`config.mk`:
```
export PLATFORM = sky130hd
export DESIGN_NAME = fp8_result_packer_flat
export DESIGN_NICKNAME = d
export VERILOG_FILES = /design/src/rtl/fp8_result_packer_if.sv /design/src/rtl/fp8_result_packer.sv /design/src/flat_wrapper.sv
export SDC_FILE = /design/constraint.sdc
export NUM_CORES = 1
export LEC_CHECK = 0
export BUFFER_PORTS_ARGS = -buffer_cell sky130_fd_sc_hd__buf_2
export CORE_AREA = 2 2 62 64
export CTS_CLUSTER_SIZE = 16
export DETAILED_ROUTE_END_ITERATION = 10
export DIE_AREA = 0 0 64 66
export HOLD_SLACK_MARGIN = 0.05
export PLACE_DENSITY = 0.75
export SLEW_MARGIN = 15
export SYNTH_ARGS = -nofsm -noshare
export SYNTH_HDL_FRONTEND = slang
export SYNTH_SLANG_ARGS = --single-unit
```
`constraint.sdc`:
```
create_clock -name clk -period 2.53 [get_ports clk]
set_clock_uncertainty 0.15 [all_clocks]
set_input_delay 0.506 -clock clk [delete_from_list [all_inputs] [get_ports clk]]
set_output_delay 0.506 -clock clk [all_outputs]
set_load 0.01 [all_outputs]
```
`src/rtl/fp8_result_packer_if.sv`:
```
// rtl/fp8_result_packer_if.sv - result field input and packed word output stream bundle for fp8_result_packer
interface fp8_result_packer_if #(
    parameter int EXP_WIDTH  = 3,
    parameter int MANT_WIDTH = 4,
    parameter int WIDTH      = 1 + EXP_WIDTH + MANT_WIDTH
);
    logic                  in_valid;
    logic                  in_ready;
    logic                  in_sign;
    logic [EXP_WIDTH-1:0]  in_exp;
    logic [MANT_WIDTH-1:0] in_mant;
    logic                  in_nan;
    logic                  in_inf;
    logic                  in_zero;
    logic                  out_valid;
    logic                  out_ready;
    logic [WIDTH-1:0]      out_data;

    // Producer of result fields and consumer of packed words
    modport master (
        output in_valid, in_sign, in_exp, in_mant, in_nan, in_inf, in_zero,
        input  in_ready,
        input  out_valid, out_data,
        output out_ready
    );

    // The packer itself
    modport slave (
        input  in_valid, in_sign, in_exp, in_mant, in_nan, in_inf, in_zero,
        output in_ready,
        output out_valid, out_data,
        input  out_ready
    );
endinterface

```
`src/rtl/fp8_result_packer.sv`:
```
// rtl/fp8_result_packer.sv - FP8 result encoder with output FIFO and sticky exception status (option macro FP8_PACK_CANON_NAN_EN)
module fp8_result_packer #(
    parameter int WIDTH      = 8,
    parameter int EXP_WIDTH  = 3,
    parameter int MANT_WIDTH = 4,
    parameter int DEPTH      = 4
) (
    input  logic                 clk,
    input  logic                 rst,
    fp8_result_packer_if.slave   bus,
    output logic [2:0]           sticky,
    input  logic                 sticky_clr
);
    localparam int AW = $clog2(DEPTH);

    localparam logic [EXP_WIDTH-1:0]  EXP_MAX   = {EXP_WIDTH{1'b1}};
    localparam logic [EXP_WIDTH-1:0]  EXP_ZERO  = '0;
    localparam logic [MANT_WIDTH-1:0] MANT_MAX  = {MANT_WIDTH{1'b1}};
    localparam logic [MANT_WIDTH-1:0] MANT_ZERO = '0;

    // Sticky bit positions: {nan, inf, zero}
    localparam logic [2:0] CLS_NAN  = 3'b100;
    localparam logic [2:0] CLS_INF  = 3'b010;
    localparam logic [2:0] CLS_ZERO = 3'b001;
    localparam logic [2:0] CLS_NORM = 3'b000;

    logic [AW:0]      wr_ptr_q, wr_ptr_d;
    logic [AW:0]      rd_ptr_q, rd_ptr_d;
    logic [2:0]       sticky_q, sticky_d;
    logic [WIDTH-1:0] mem_q [DEPTH];

    logic [WIDTH-1:0] enc_word;
    logic [2:0]       enc_class;
    logic             nan_sign;
    logic             full;
    logic             empty;
    logic             push;
    logic             pop;

`ifdef FP8_PACK_CANON_NAN_EN
    assign nan_sign = 1'b0;
`else
    assign nan_sign = bus.in_sign;
`endif

    // Encode the result fields; a normal result whose exponent saturates becomes Inf so the
    // all-ones exponent only ever leaves as a flagged Inf or NaN.
    always_comb begin
        enc_word  = {bus.in_sign, bus.in_exp, bus.in_mant};
        enc_class = CLS_NORM;
        if (bus.in_nan) begin
            enc_word  = {nan_sign, EXP_MAX, MANT_MAX};
            enc_class = CLS_NAN;
        end else if (bus.in_inf) begin
            enc_word  = {bus.in_sign, EXP_MAX, MANT_ZERO};
            enc_class = CLS_INF;
        end else if (bus.in_zero) begin
            enc_word  = {bus.in_sign, EXP_ZERO, MANT_ZERO};
            enc_class = CLS_ZERO;
        end else if (bus.in_exp == EXP_MAX) begin
            enc_word  = {bus.in_sign, EXP_MAX, MANT_ZERO};
            enc_class = CLS_INF;
        end
    end

    assign empty = (wr_ptr_q == rd_ptr_q);
    assign full  = (wr_ptr_q[AW-1:0] == rd_ptr_q[AW-1:0]) && (wr_ptr_q[AW] != rd_ptr_q[AW]);

    assign push = bus.in_valid && !full;
    assign pop  = !empty && bus.out_ready;

    assign bus.in_ready  = !full;
    assign bus.out_valid = !empty;
    assign bus.out_data  = empty ? '0 : mem_q[rd_ptr_q[AW-1:0]];
    assign sticky        = sticky_q;

    // Next pointer and sticky state; clear beats a same-cycle exception push
    always_comb begin
        wr_ptr_d = push ? wr_ptr_q + 1'b1 : wr_ptr_q;
        rd_ptr_d = pop  ? rd_ptr_q + 1'b1 : rd_ptr_q;
        sticky_d = sticky_q | (push ? enc_class : 3'b000);
        if (sticky_clr) begin
            sticky_d = 3'b000;
        end
    end

    // Pointer and sticky registers; reset empties the FIFO at once
    always_ff @(posedge clk or posedge rst) begin
        if (rst) begin
            wr_ptr_q <= '0;
            rd_ptr_q <= '0;
            sticky_q <= '0;
        end else begin
            wr_ptr_q <= wr_ptr_d;
            rd_ptr_q <= rd_ptr_d;
            sticky_q <= sticky_d;
        end
    end

    // Word storage; contents are invisible while empty so it needs no reset
    always_ff @(posedge clk) begin
        if (push) begin
            mem_q[wr_ptr_q[AW-1:0]] <= enc_word;
        end
    end
endmodule

```
`src/flat_wrapper.sv`:
```
// flat-port wrapper written by rule: the top's interface ports become plain ports
module fp8_result_packer_flat 
#(
    parameter int WIDTH      = 8,
    parameter int EXP_WIDTH  = 3,
    parameter int MANT_WIDTH = 4,
    parameter int DEPTH      = 4
)
  (clk, rst, sticky, sticky_clr, bus_in_valid, bus_in_sign, bus_in_exp, bus_in_mant, bus_in_nan, bus_in_inf, bus_in_zero, bus_in_ready, bus_out_valid, bus_out_data, bus_out_ready);
  fp8_result_packer_if #(.EXP_WIDTH(EXP_WIDTH), .MANT_WIDTH(MANT_WIDTH), .WIDTH(WIDTH)) bus_i ();
  input  logic clk;
  input  logic rst;
  output logic [2:0] sticky;
  input  logic sticky_clr;
  input wire logic [$bits(bus_i.in_valid)-1:0] bus_in_valid;
  input wire logic [$bits(bus_i.in_sign)-1:0] bus_in_sign;
  input wire logic [$bits(bus_i.in_exp)-1:0] bus_in_exp;
  input wire logic [$bits(bus_i.in_mant)-1:0] bus_in_mant;
  input wire logic [$bits(bus_i.in_nan)-1:0] bus_in_nan;
  input wire logic [$bits(bus_i.in_inf)-1:0] bus_in_inf;
  input wire logic [$bits(bus_i.in_zero)-1:0] bus_in_zero;
  output wire logic [$bits(bus_i.in_ready)-1:0] bus_in_ready;
  output wire logic [$bits(bus_i.out_valid)-1:0] bus_out_valid;
  output wire logic [$bits(bus_i.out_data)-1:0] bus_out_data;
  input wire logic [$bits(bus_i.out_ready)-1:0] bus_out_ready;
  assign bus_i.in_valid = bus_in_valid;
  assign bus_i.in_sign = bus_in_sign;
  assign bus_i.in_exp = bus_in_exp;
  assign bus_i.in_mant = bus_in_mant;
  assign bus_i.in_nan = bus_in_nan;
  assign bus_i.in_inf = bus_in_inf;
  assign bus_i.in_zero = bus_in_zero;
  assign bus_in_ready = bus_i.in_ready;
  assign bus_out_valid = bus_i.out_valid;
  assign bus_out_data = bus_i.out_data;
  assign bus_i.out_ready = bus_out_ready;
  fp8_result_packer #(.WIDTH(WIDTH), .EXP_WIDTH(EXP_WIDTH), .MANT_WIDTH(MANT_WIDTH), .DEPTH(DEPTH)) u_core (.clk(clk), .rst(rst), .bus(bus_i), .sticky(sticky), .sticky_clr(sticky_clr));
endmodule
```
# After elaboration in Yosys (flattened, before gate mapping)
# Memory sizes are Yosys's and may differ from the RTL's.
# Cells that the tools add are included.
[totals]
ff_bits = 9
latchBits = 0
ramBits = 32
romBits = 0
input_bits = 16
output_inout_bits = 13
wordCells = 29
n_memories = 1
[mem_list]
columns = ["name", "depth", "word_bits", "read_ports", "rd_ports_with_merged_regs", "write_ports", "line_no", "rtl"]
rows = [
  ["u_core.mem_q", 4, 8, 1, 0, 1, "fp8_result_packer.sv:30", "logic [WIDTH-1:0] mem_q [DEPTH];"],
]
[op_classes]
n_addsub = 2
mul = 0
div_mod_pow = 0
magnitude_cmp = 0
n_eq_ne = 4
n_shift = 0
muxes = 13
bitwise = 1
n_reduce_logical = 5
[ops]
columns = ["cell", "n"]
rows = [
  ["$mux W7", 4],
  ["$mux W3", 5],
  ["$mux W8", 1],
  ["$add A3 B1 Y3 const B", 2],
  ["$eq A3 B3 Y1", 1],
  ["$eq A3 B3 Y1 const B", 1],
  ["$logic_and A1 B1 Y1", 3],
  ["$or A3 B3 Y3", 1],
  ["$eq A2 B2 Y1", 1],
  ["$logic_not A1 Y1", 2],
  ["$mux W1", 2],
  ["$mux W2", 1],
  ["$ne A1 B1 Y1", 1],
]

# Logic depth before layout (Yosys ltp)
[logic_depth]
ltp_word = 8
depth_mapped = 4
mapped_depth_nobuf = 4

# Worst setup path before layout
# OpenSTA, ideal clock, no wires.
[synth_timing]
path_type = "flip-flop to output port"
startpoint = "reg u_core.rd_ptr_q[0]"
endpoint = "out bus_out_data[0]"
arrival_time_ns = 1.289
t_required_ns = 1.874
setup_slack_ns = 0.585
stages_incl_launch_ff = 5
cell_sequence = "dfrtp_1 > buf_6 > xor2_4 > nor3_2 > nor2b_1"
[synth_via]
elab_chain_len = 2
[synth_lines]
columns = ["item", "line_no", "rtl"]
rows = [
  ["start, declared", "fp8_result_packer.sv:28", "logic [AW:0] rd_ptr_q, rd_ptr_d;"],
  ["start signal, assigned", "fp8_result_packer.sv:95", "rd_ptr_q <= rd_ptr_d;"],
  ["$mem_v2 Z4 W8 or $eq A3 B3 Y1 (tied branches)", "--", ""],
  ["$mux W8 (*)", "fp8_result_packer.sv:74", "assign bus.out_data = empty ? '0 : mem_q[rd_ptr_q[AW-1:0]];"],
  ["end, declared", "flat_wrapper.sv:24", "output wire logic [$bits(bus_i.out_data)-1:0] bus_out_data;"],
]
# Every way passes the cells marked *; elsewhere a longest branch is shown, timed or not.

# Final worst setup path
[layout_timing]
startpoint = "reg u_core.rd_ptr_q[0]"
endpoint = "out bus_out_data[5]"
# The elaborated chain is that of the path after synthesis.

==> out/metrics.csv <==
metric;value;unit
fp-row-count;22;
combPwrFrac;47.8;%
worst_setup_path_end_kind;output pin;
fmax;412;MHz
drive_gt1_share;35.5;%
slowest_delay;0.50;ns
yosysWarnings;0;
critPathSlowestCell;mux4_2;
grt_overflow;0;
critPathKind;flip-flop to output pin;
fp.dieW;64;µm
ant_nets;0;
via_per_inst;5.38;
ys_top_cells_by_count;edfxtp_1, inv_1, dfrtp_1;
tritoncts;done;
synth_area_leaders;edfxtp_1, dfrtp_1, mux4_2, ha_1, inv_1;
core_area;3550;µm²
synth_edf_count;32;
dr.pass1.iters;4;
worstSkewPairLatency;0.33;ns
fin_crit_sh;95.9;%
synth_flop_cell;edfxtp_1;
path_cells;buf_4 > mux4_2 > nor2b_1 > buf_2;
dieHeight;66;µm
cts.root.buffer_cell;clkbuf_4;
num_antenna_cells;0;
clockBufferDepth;2;
cts_sinks;41;
synth.ff_latch_count;41;
wire_per_inst;17.1;µm
grtUsageTotal;18.4;%
internal-power;1.61;mW
drv_cap;0;
vdd_drop_max;0.573;mV
synth_area;1880;µm²
globalplace.congestion;0.730;
dieArea;4220;µm²
r2r_cells;3;
r2r_slack;0.43;ns
fin_nets;175;
post-dp-hpwl;2.62;mm
p_seq_share;40.7;%
route.detailed.drc;0;
antenna_found_initial;0;
cp_data_arrival_time;1.77;ns
cts.htree.levels;2;
path_clk_slew;0.10;ns
startpoint;u_core.rd_ptr_q[0]$_DFFE_PP0P_;
grt_max_degree;13;
grt_setup_unrepaired;false;
drt_iter0_markers;61;
r2r-start;u_core.wr_ptr_q[0]$_DFFE_PP0P_;
grt_pass1_wl;5.60;mm
synth_cells;115;
critPathRequiredTime;1.87;ns
tns;0;ns
synth-seq-area-share;63.1;%
stdcell_count;203;
slew_headroom;48.1;%
p_sw;959;µW
synth.avg_cell_area;16.4;µm²
cp_max_fo;5;
holdWs;0.222;ns
cp-endpoint;bus_out_data[5];
grt_pass1_vias;1097;
dp.cells;194;
setup_viol;0;
synth.most_common_cell;edfxtp_1;
io_pins;29;
synthDistinctLibCells;28;
synth-async-reset-ratio;22.0;%
start_util;53.0;%
port_buffers;28;
worstHoldPathType;input pin to flip-flop;
synth_top_cell_by_area;edfxtp_1;
routed_wl;3.47;mm
synth_nets;136;
via_count;1092;
cp-start-kind;flip-flop;
pwr-share-clk;11.5;%
power_density;1180;nW/µm²
area_growth;15.6;%
hold_viol;0;
fin_crit;2.43;ns
p_leak;0.841;nW
numCtsBuffers;5;
worstReg2RegEnd;u_core.mem_q[2][2]$_DFFE_PP_;
worstMarginPinSlew;0.774;ns
status;finished clean;
p_sw_share;37.4;%
slew_violations;0;
synth_top_area_share;51.1;%
==> worst max-delay path: cells and delay by family, from the launching register on <==
kind                   cells  cell delay (ns)
buffers and inverters      2             0.31
muxes                      1             0.50
DFF                        1             0.48
and+or+nand+nor            1             0.14
==> layout by cell type, fill, tap and decap left out, types with 2 or more instances in the layout <==
cell	n
clkbuf_4	5
edfxtp_1	32
xnor2_1	5
dfrtp_1	8
o21ai_0	4
buf_2	28
mux2_4	2
o311ai_1	2
buf_4	4
o22ai_1	2
clkbuf_1	2
a21o_1	4
xor2_4	2
inv_1	15
ha_1	5
nor2b_1	8
mux4_2	8
nor2_1	4
==> through the flow <==
step                power (mW)  setup slack [ns]  cell area, µm²  util [%]
global route              2.75           0.00444            2170      61.2
floorplan                 1.87             0.585            1880         -
global placement          2.22             0.358            2100      59.1
finish                    2.57             0.103            2170      61.2
detailed placement        2.28             0.338            2100      59.1
CTS                       2.58            0.0529            2160      60.8
==> worst min path at each step <==
stage,start,to,slack (ns),cells after the start
CTS,sticky_clr,u_core.sticky[2]$_DFF_PP0_,0.20,2
finish,sticky_clr,u_core.sticky[2]$_DFF_PP0_,0.22,2
global placement,rst,u_core.wr_ptr_q[1]$_DFFE_PP0P_,0.35,2
detailed placement,rst,u_core.wr_ptr_q[1]$_DFFE_PP0P_,0.36,2
floorplan,rst,u_core.rd_ptr_q[0]$_DFFE_PP0P_,0.18,1
global route,sticky_clr,u_core.sticky[2]$_DFF_PP0_,0.22,2
==> cell families after synthesis <==
logic type      count (synthesis)  share of synthesized area [%]
flops                          41                           63.1
compound gates                 17                           7.65
buf+inv                        17                           3.99
simple gates                   17                           5.66
mux                            10                           11.2
xor+xnor                        8                           5.12
fa+ha+maj                       5                           3.33
==> sequential cells by signal (all words and copies together), names as in the netlist <==
name,cells
u_core.rd_ptr_q,3
u_core.sticky,3
u_core.mem_q,32
u_core.wr_ptr_q,3
==> power groups by stage <==
stage	Combinational (mW)	Sequential, mW	Clock, mW
final	1.23	1.04	0.296
after global routing	1.35	1.07	0.330
after CTS	1.23	1.04	0.307
after detailed placement	1.23	1.05	0
after global placement	1.18	1.04	0
after floorplan	0.871	1.00	0
==> area by class of cell <==
| class | count | area [µm²] |
|---|---|---|
| Clock buffer | 7 | 45.0 |
| Clock inverter | 1 | 3.75 |
| Fill cell | 277 | 1380 |
| Inverter | 15 | 56.3 |
| Multi-Input combinational cell | 57 | 631 |
| Sequential cell | 41 | 1190 |
| Tap cell | 48 | 60.1 |
| Timing Repair Buffer | 34 | 191 |
==> repair_timing <==
item,4_1_cts,5_1_grt
hold buffers,1,0
gates resized for setup,1,2
endpoints found under the setup margin,6,5
endpoints found under the hold margin,9,0
setup buffers,0,0
==> metal layers <==
metal	track usage [%]	wire length (µm)
met1	23.2	1440
met2	31.5	1790
met3	4.60	172
met4	5.71	74
met5	0	0
No activity file was read; power rests on OpenSTA's default activity.
